===== src/rtl/mux_bus_arbiter_if.sv =====
// Bundle for the two-requester / one-consumer arbiter bus.
// The master modport is the outside world, the slave modport is the arbiter itself.
interface mux_bus_arbiter_if #(
  parameter int WIDTH = 32
);
  logic             req1;
  logic [WIDTH-1:0] data1;
  logic             ack1;
  logic             req2;
  logic [WIDTH-1:0] data2;
  logic             ack2;
  logic             sel;
  logic [WIDTH-1:0] out_data;
  logic             out_valid;
  logic             out_ready;
  logic             owner;

  modport master (
    output req1, data1, req2, data2, out_ready,
    input  ack1, ack2, sel, out_data, out_valid, owner
  );

  modport slave (
    input  req1, data1, req2, data2, out_ready,
    output ack1, ack2, sel, out_data, out_valid, owner
  );
endinterface


===== src/rtl/mux_bus_arbiter.sv =====
// Round-robin arbiter with bounded burst that steers a 2:1 datapath MUX
// into a single registered output slot with a valid/ready handshake.
module mux_bus_arbiter #(
  parameter int WIDTH = 32,
  parameter int BURST = 4
) (
  input  logic                clk,
  input  logic                rst_n,
  mux_bus_arbiter_if.slave    bus
);

  localparam int CW = (BURST > 1) ? $clog2(BURST) : 1;

  localparam logic [1:0] S_IDLE   = 2'd0;
  localparam logic [1:0] S_GRANT1 = 2'd1;
  localparam logic [1:0] S_GRANT2 = 2'd2;

  logic [1:0]       r_state;
  logic [CW-1:0]    r_cnt;
  logic             r_last;
  logic [WIDTH-1:0] r_outData;
  logic             r_outValid;
  logic             r_owner;

  logic [1:0]       w_nextState;
  logic [CW-1:0]    w_nextCnt;
  logic             w_nextLast;
  logic             w_slotFree;
  logic             w_ack1;
  logic             w_ack2;
  logic             w_ack;
  logic             w_sel;
  logic [WIDTH-1:0] w_muxData;
  logic             w_reqMine;
  logic             w_reqOther;
  logic [1:0]       w_otherState;
  logic             w_cntLast;

  assign w_slotFree = !r_outValid || bus.out_ready;
  assign w_ack1     = (r_state == S_GRANT1) && bus.req1 && w_slotFree;
  assign w_ack2     = (r_state == S_GRANT2) && bus.req2 && w_slotFree;
  assign w_ack      = w_ack1 || w_ack2;
  assign w_sel      = (r_state == S_GRANT2);
  assign w_muxData  = w_sel ? bus.data2 : bus.data1;

  // The side currently granted versus the side waiting, seen from the grant states.
  assign w_reqMine    = w_sel ? bus.req2 : bus.req1;
  assign w_reqOther   = w_sel ? bus.req1 : bus.req2;
  assign w_otherState = w_sel ? S_GRANT1 : S_GRANT2;
  assign w_cntLast    = (r_cnt == CW'(BURST - 1));

  always_comb begin
    w_nextState = r_state;
    w_nextCnt   = r_cnt;
    w_nextLast  = r_last;
    case (r_state)
      S_IDLE: begin
        w_nextCnt = '0;
        if (bus.req1 && bus.req2) begin
          w_nextState = r_last ? S_GRANT1 : S_GRANT2;
        end else if (bus.req1) begin
          w_nextState = S_GRANT1;
        end else if (bus.req2) begin
          w_nextState = S_GRANT2;
        end
      end
      S_GRANT1, S_GRANT2: begin
        if (!w_reqMine) begin
          w_nextState = w_reqOther ? w_otherState : S_IDLE;
          w_nextCnt   = '0;
          w_nextLast  = w_sel;
        end else if (w_ack) begin
          if (w_cntLast) begin
            // A full burst with nobody waiting just starts a fresh tenure.
            w_nextCnt = '0;
            if (w_reqOther) begin
              w_nextState = w_otherState;
              w_nextLast  = w_sel;
            end
          end else begin
            w_nextCnt = r_cnt + CW'(1);
          end
        end
      end
      default: begin
        w_nextState = S_IDLE;
        w_nextCnt   = '0;
      end
    endcase
  end

  always_ff @(posedge clk or negedge rst_n) begin
    if (!rst_n) begin
      r_state <= S_IDLE;
      r_cnt   <= '0;
      r_last  <= 1'b1;
    end else begin
      r_state <= w_nextState;
      r_cnt   <= w_nextCnt;
      r_last  <= w_nextLast;
    end
  end

  // Accepting a new word takes priority; a consume that coincides keeps valid high.
  always_ff @(posedge clk or negedge rst_n) begin
    if (!rst_n) begin
      r_outData  <= '0;
      r_outValid <= 1'b0;
      r_owner    <= 1'b0;
    end else if (w_ack) begin
      r_outData  <= w_muxData;
      r_outValid <= 1'b1;
      r_owner    <= w_sel;
    end else if (r_outValid && bus.out_ready) begin
      r_outValid <= 1'b0;
    end
  end

  assign bus.ack1      = w_ack1;
  assign bus.ack2      = w_ack2;
  assign bus.sel       = w_sel;
  assign bus.out_data  = r_outData;
  assign bus.out_valid = r_outValid;
  assign bus.owner     = r_owner;

endmodule

===== src/flat_wrapper.sv =====
// flat-port wrapper written by rule: the top's interface ports become plain ports
module mux_bus_arbiter_flat 
#(
  parameter int WIDTH = 32,
  parameter int BURST = 4
)
  (clk, rst_n, bus_req1, bus_data1, bus_req2, bus_data2, bus_out_ready, bus_ack1, bus_ack2, bus_sel, bus_out_data, bus_out_valid, bus_owner);
  mux_bus_arbiter_if #(.WIDTH(WIDTH)) bus_i ();
  input  logic clk;
  input  logic rst_n;
  input wire logic [$bits(bus_i.req1)-1:0] bus_req1;
  input wire logic [$bits(bus_i.data1)-1:0] bus_data1;
  input wire logic [$bits(bus_i.req2)-1:0] bus_req2;
  input wire logic [$bits(bus_i.data2)-1:0] bus_data2;
  input wire logic [$bits(bus_i.out_ready)-1:0] bus_out_ready;
  output wire logic [$bits(bus_i.ack1)-1:0] bus_ack1;
  output wire logic [$bits(bus_i.ack2)-1:0] bus_ack2;
  output wire logic [$bits(bus_i.sel)-1:0] bus_sel;
  output wire logic [$bits(bus_i.out_data)-1:0] bus_out_data;
  output wire logic [$bits(bus_i.out_valid)-1:0] bus_out_valid;
  output wire logic [$bits(bus_i.owner)-1:0] bus_owner;
  assign bus_i.req1 = bus_req1;
  assign bus_i.data1 = bus_data1;
  assign bus_i.req2 = bus_req2;
  assign bus_i.data2 = bus_data2;
  assign bus_i.out_ready = bus_out_ready;
  assign bus_ack1 = bus_i.ack1;
  assign bus_ack2 = bus_i.ack2;
  assign bus_sel = bus_i.sel;
  assign bus_out_data = bus_i.out_data;
  assign bus_out_valid = bus_i.out_valid;
  assign bus_owner = bus_i.owner;
  mux_bus_arbiter #(.WIDTH(WIDTH), .BURST(BURST)) u_core (.clk(clk), .rst_n(rst_n), .bus(bus_i));
endmodule

===== config.mk =====
export PLATFORM = sky130hd
export DESIGN_NAME = mux_bus_arbiter_flat
export DESIGN_NICKNAME = d
export VERILOG_FILES = /design/src/rtl/mux_bus_arbiter_if.sv /design/src/rtl/mux_bus_arbiter.sv /design/src/flat_wrapper.sv
export SDC_FILE = /design/constraint.sdc
export NUM_CORES = 1
export LEC_CHECK = 0
export BUFFER_PORTS_ARGS = -buffer_cell sky130_fd_sc_hd__buf_4
export CAP_MARGIN = 20
export CORE_MARGIN = 1.5
export CORE_UTILIZATION = 48
export DETAILED_ROUTE_END_ITERATION = 16
export PLACE_DENSITY = 0.84
export RECOVER_POWER = 50
export SYNTH_ARGS = -nofsm -noshare
export SYNTH_HDL_FRONTEND = slang
export SYNTH_SLANG_ARGS = --single-unit

===== constraint.sdc =====
create_clock -name clk -period 2.6 [get_ports clk]
set_input_delay 0.26 -clock clk [delete_from_list [all_inputs] [get_ports clk]]
set_output_delay 0.26 -clock clk [all_outputs]
set_load 0.02 [all_outputs]

==> flow_summary_export.csv <==
group,metric,value,unit
job,maxCapViolations,0,
critical_path,cp.arrival,1.75,ns
floorplan,core,3770,µm²
cts,clockBufferDepth,2,
critical_path,r2r_cells,6,
yosys,yosysSeqAreaShare,50.1,%
global_routing,grt_pass1_vias,1678,
timing,fmax,0.498,GHz
power,internal_power,1.86,mW
yosys,synth_warnings,0,
timing,fin_skew,0.00586,ns
critical_path,r2r_slack,0.62,ns
cts,clkSlewWorstSetupHoldPaths,0.07,ns
floorplan,die_h,66.7,µm
routing,drc,0,
routing,firstDrtPassIters,4,
routing,vias,1727,
timing,min_period_over_period,77.2,%
critical_path,crit_start,"u_core.r_state[0]",
power,p_per_area,1160,nW/µm²
routing,avgViaCountPerCell,5.03,
timing,max_slew_margin,38.8,%
yosys,syn_nets,264,
routing,drtIter0Drc,102,
cts,cts_root_buf,"clkbuf_8",
yosys,postSynthCellCount,189,
global_routing,grt_max_degree,40,
place,gp_congestion,0.865,
layout,drive_above_1_share,34.9,%
power,peakVddDrop,0.617,mV
power,power.switching,1.41,mW
layout,n_antenna_cell,0,
cts,cts_buffers,5,
floorplan,ioPinCount,106,
layout,stdcell_count,343,
yosys,avgSynthCellArea,10.3,µm²
yosys,ys_types,21,
critical_path,worstSetupStartpointType,"flop",
worst_hold_path,min_path_cells,3,
timing,drv_slew,0,
critical_path,endpoint,"bus_sel",
global_routing,grt.busiest_layer,"met2",
floorplan,die_area,4450,µm²
critical_path,crit_path_end_kind,"output pin",
power,clkPwrFrac,11.7,%
cts,cts_tree,"yes",
global_routing,gr-usage-met2,37.4,%
yosys,ys_ff_latch,39,
power,p_comb_share,56.0,%
timing,setup-violations-final,0,
timing,setup_tns,0,ns
cts,clk_latency,0.28,ns
critical_path,path_class,"reg -> out",
worst_hold_path,hp-class,"in -> reg",
floorplan,die_w,66.7,µm
global_routing,grt_use_total,21.3,%
yosys,synth.cell_area,1950,µm²
timing,hold_violations,0,
global_routing,antenna_found_initial,0,
place,io_buffers,105,
timing,setup_ws,0.593,ns
routing,wl_per_cell,12.8,µm
global_routing,grt_pass1_wl,7.17,mm
layout,final_util,74.5,%
critical_path,critical_path_required,2.34,ns
global_routing,grt-ovfl-total,0,
floorplan,start_util,51.7,%
global_routing,grt.met1_usage,24.2,%
power,p_leak,1.33,nW
critical_path,crit_path_max_fanout,37,
power,power_frac_seq,32.3,%
place,dp_hpwl,3.41,mm
floorplan,num_rows,22,
critical_path,regToRegEndpoint,"u_core.r_state[1]",
outcome,status,"finished clean",
critical_path,r2r-start,"u_core.r_state[0]",
cts,htreeDepth,2,
timing,layout_min_cycle_time,2.01,ns
global_routing,met3_usage,6.76,%
power,finalPower,3.27,mW
place,place_ws,0.631,ns
timing,tightest_slew,0.918,ns
power,swShare,43.2,%
cts,clock-sinks,39,
place,dp_cells,334,
routing,wl,4.38,mm
timing,rsz0062_at_grt,"no",
layout,finalNetCount,369,
routing,antenna_left,0,
layout,synthToLayoutAreaGrowth,44.2,%
[power by group through the flow]
stage | Sequential, mW | Clock (mW) | Combinational (mW)
floorplan | 1.37 | 0 | 0.934
global placement | 1.06 | 0 | 1.91
detailed placement | 1.07 | 0 | 1.97
CTS | 1.06 | 0.390 | 1.97
global route | 1.09 | 0.422 | 2.00
finish | 1.06 | 0.382 | 1.83
[state kept, by name, summed over array words and instances (netlist names)]
signal and flops:
u_core.bus.out_data 32, u_core.r_cnt 2, u_core.r_last 1, u_core.bus.owner 1, u_core.r_state 2, u_core.bus.out_valid 1
[synthesized netlist by cell type]
library cell | count | area [µm²]
buf_2 | 7 | 35.0
inv_1 | 4 | 15.0
mux2i_1 | 36 | 360
and2_1 | 1 | 6.26
mux2_4 | 1 | 15.0
nand2_1 | 2 | 7.51
nand2b_1 | 2 | 12.5
nor4b_2 | 1 | 15.0
buf_4 | 1 | 7.51
a21oi_1 | 34 | 170
o32ai_1 | 2 | 17.5
ha_1 | 6 | 75.1
o21ai_1 | 1 | 5.00
mux2_2 | 2 | 22.5
a22oi_1 | 1 | 7.51
dfrtp_1 | 38 | 951
nor2_1 | 38 | 143
nor2b_1 | 5 | 31.3
clkbuf_1 | 3 | 11.3
dfstp_2 | 1 | 26.3
o21ai_0 | 3 | 15.0
[cell type report]
| class | instances | area (µm²) |
|---|---|---|
| Clock inverter | 1 | 5.00 |
| Inverter | 4 | 15.0 |
| Fill cell | 306 | 961 |
| Tap cell | 48 | 60.1 |
| Clock buffer | 7 | 76.3 |
| Multi-Input combinational cell | 135 | 913 |
| Sequential cell | 39 | 977 |
| Timing Repair Buffer | 109 | 763 |
[per-stage QoR]
stage / hold WS, ns / area (µm²)
4_1_cts: 0.269 / 2880
3_5_place_dp: 0.254 / 2790
5_1_grt: 0.274 / 2810
3_3_place_gp: 0.252 / 2790
2_1_floorplan: -0.0356 / 1950
6_report: 0.271 / 2810
[logic make-up (layout without fill, tap and decap cells)]
kind of cell    count (synthesis)  count (layout)  share of synthesized area [%]
simple gates                   49              49                           11.0
buf+inv                        15             121                           3.53
compound gates                 41              41                           11.0
flops                          39              39                           50.1
fa+ha+maj                       6               6                           3.85
mux                            39              39                           20.4
[layer usage]
| layer | vias up | wire [µm] |
|---|---|---|
| li1 | 858 | - |
| met1 | 783 | 1690 |
| met2 | 77 | 2190 |
| met3 | 9 | 415 |
| met4 | 0 | 84 |
| met5 | - | 0 |
[critical path, stage by stage (launching register included)]
cell     delay, ns
dfrtp_1       0.40
inv_1         0.13
ha_2          0.20
buf_4         0.49
buf_4         0.25
[cell usage in the layout (no fill, tap or decap)]
cell type and n:
a22oi_1 1, o21ai_1 1, buf_4 88, clkbuf_2 1, nand2_1 2, mux2_4 1
o21ai_0 3, dlygate4sd3_1 1, dfrtp_1 38, mux2i_1 36, and2_1 1, inv_1 4
ha_2 1, clkbuf_8 5, ha_1 5, nor2b_1 5, clkbuf_1 20, dfstp_2 1
mux2_2 2, nor4b_2 1, a21oi_1 34, clkinv_2 1, nor2_4 1, buf_12 1
nand2b_1 2, nor2_1 37, o32ai_1 2
[what timing repair did]
action,in CTS,in global routing
hold buffers,1,0
buffers inserted,0,0
gates resized for setup,0,0
endpoints found under the hold margin,38,0
setup endpoints to repair,0,0
[how the worst min path moves through the flow]
stage,from,end,slack (ns)
2_1_floorplan,rst_n,u_core.bus.out_data[0],-0.04
6_report,bus_data1[3],u_core.bus.out_data[3],0.27
4_1_cts,bus_data1[3],u_core.bus.out_data[3],0.27
5_1_grt,bus_data1[11],u_core.bus.out_data[11],0.27
3_5_place_dp,rst_n,u_core.bus.out_data[15],0.25
3_3_place_gp,rst_n,u_core.bus.out_data[22],0.25
Note: power is estimated with default switching activity, not from simulation.
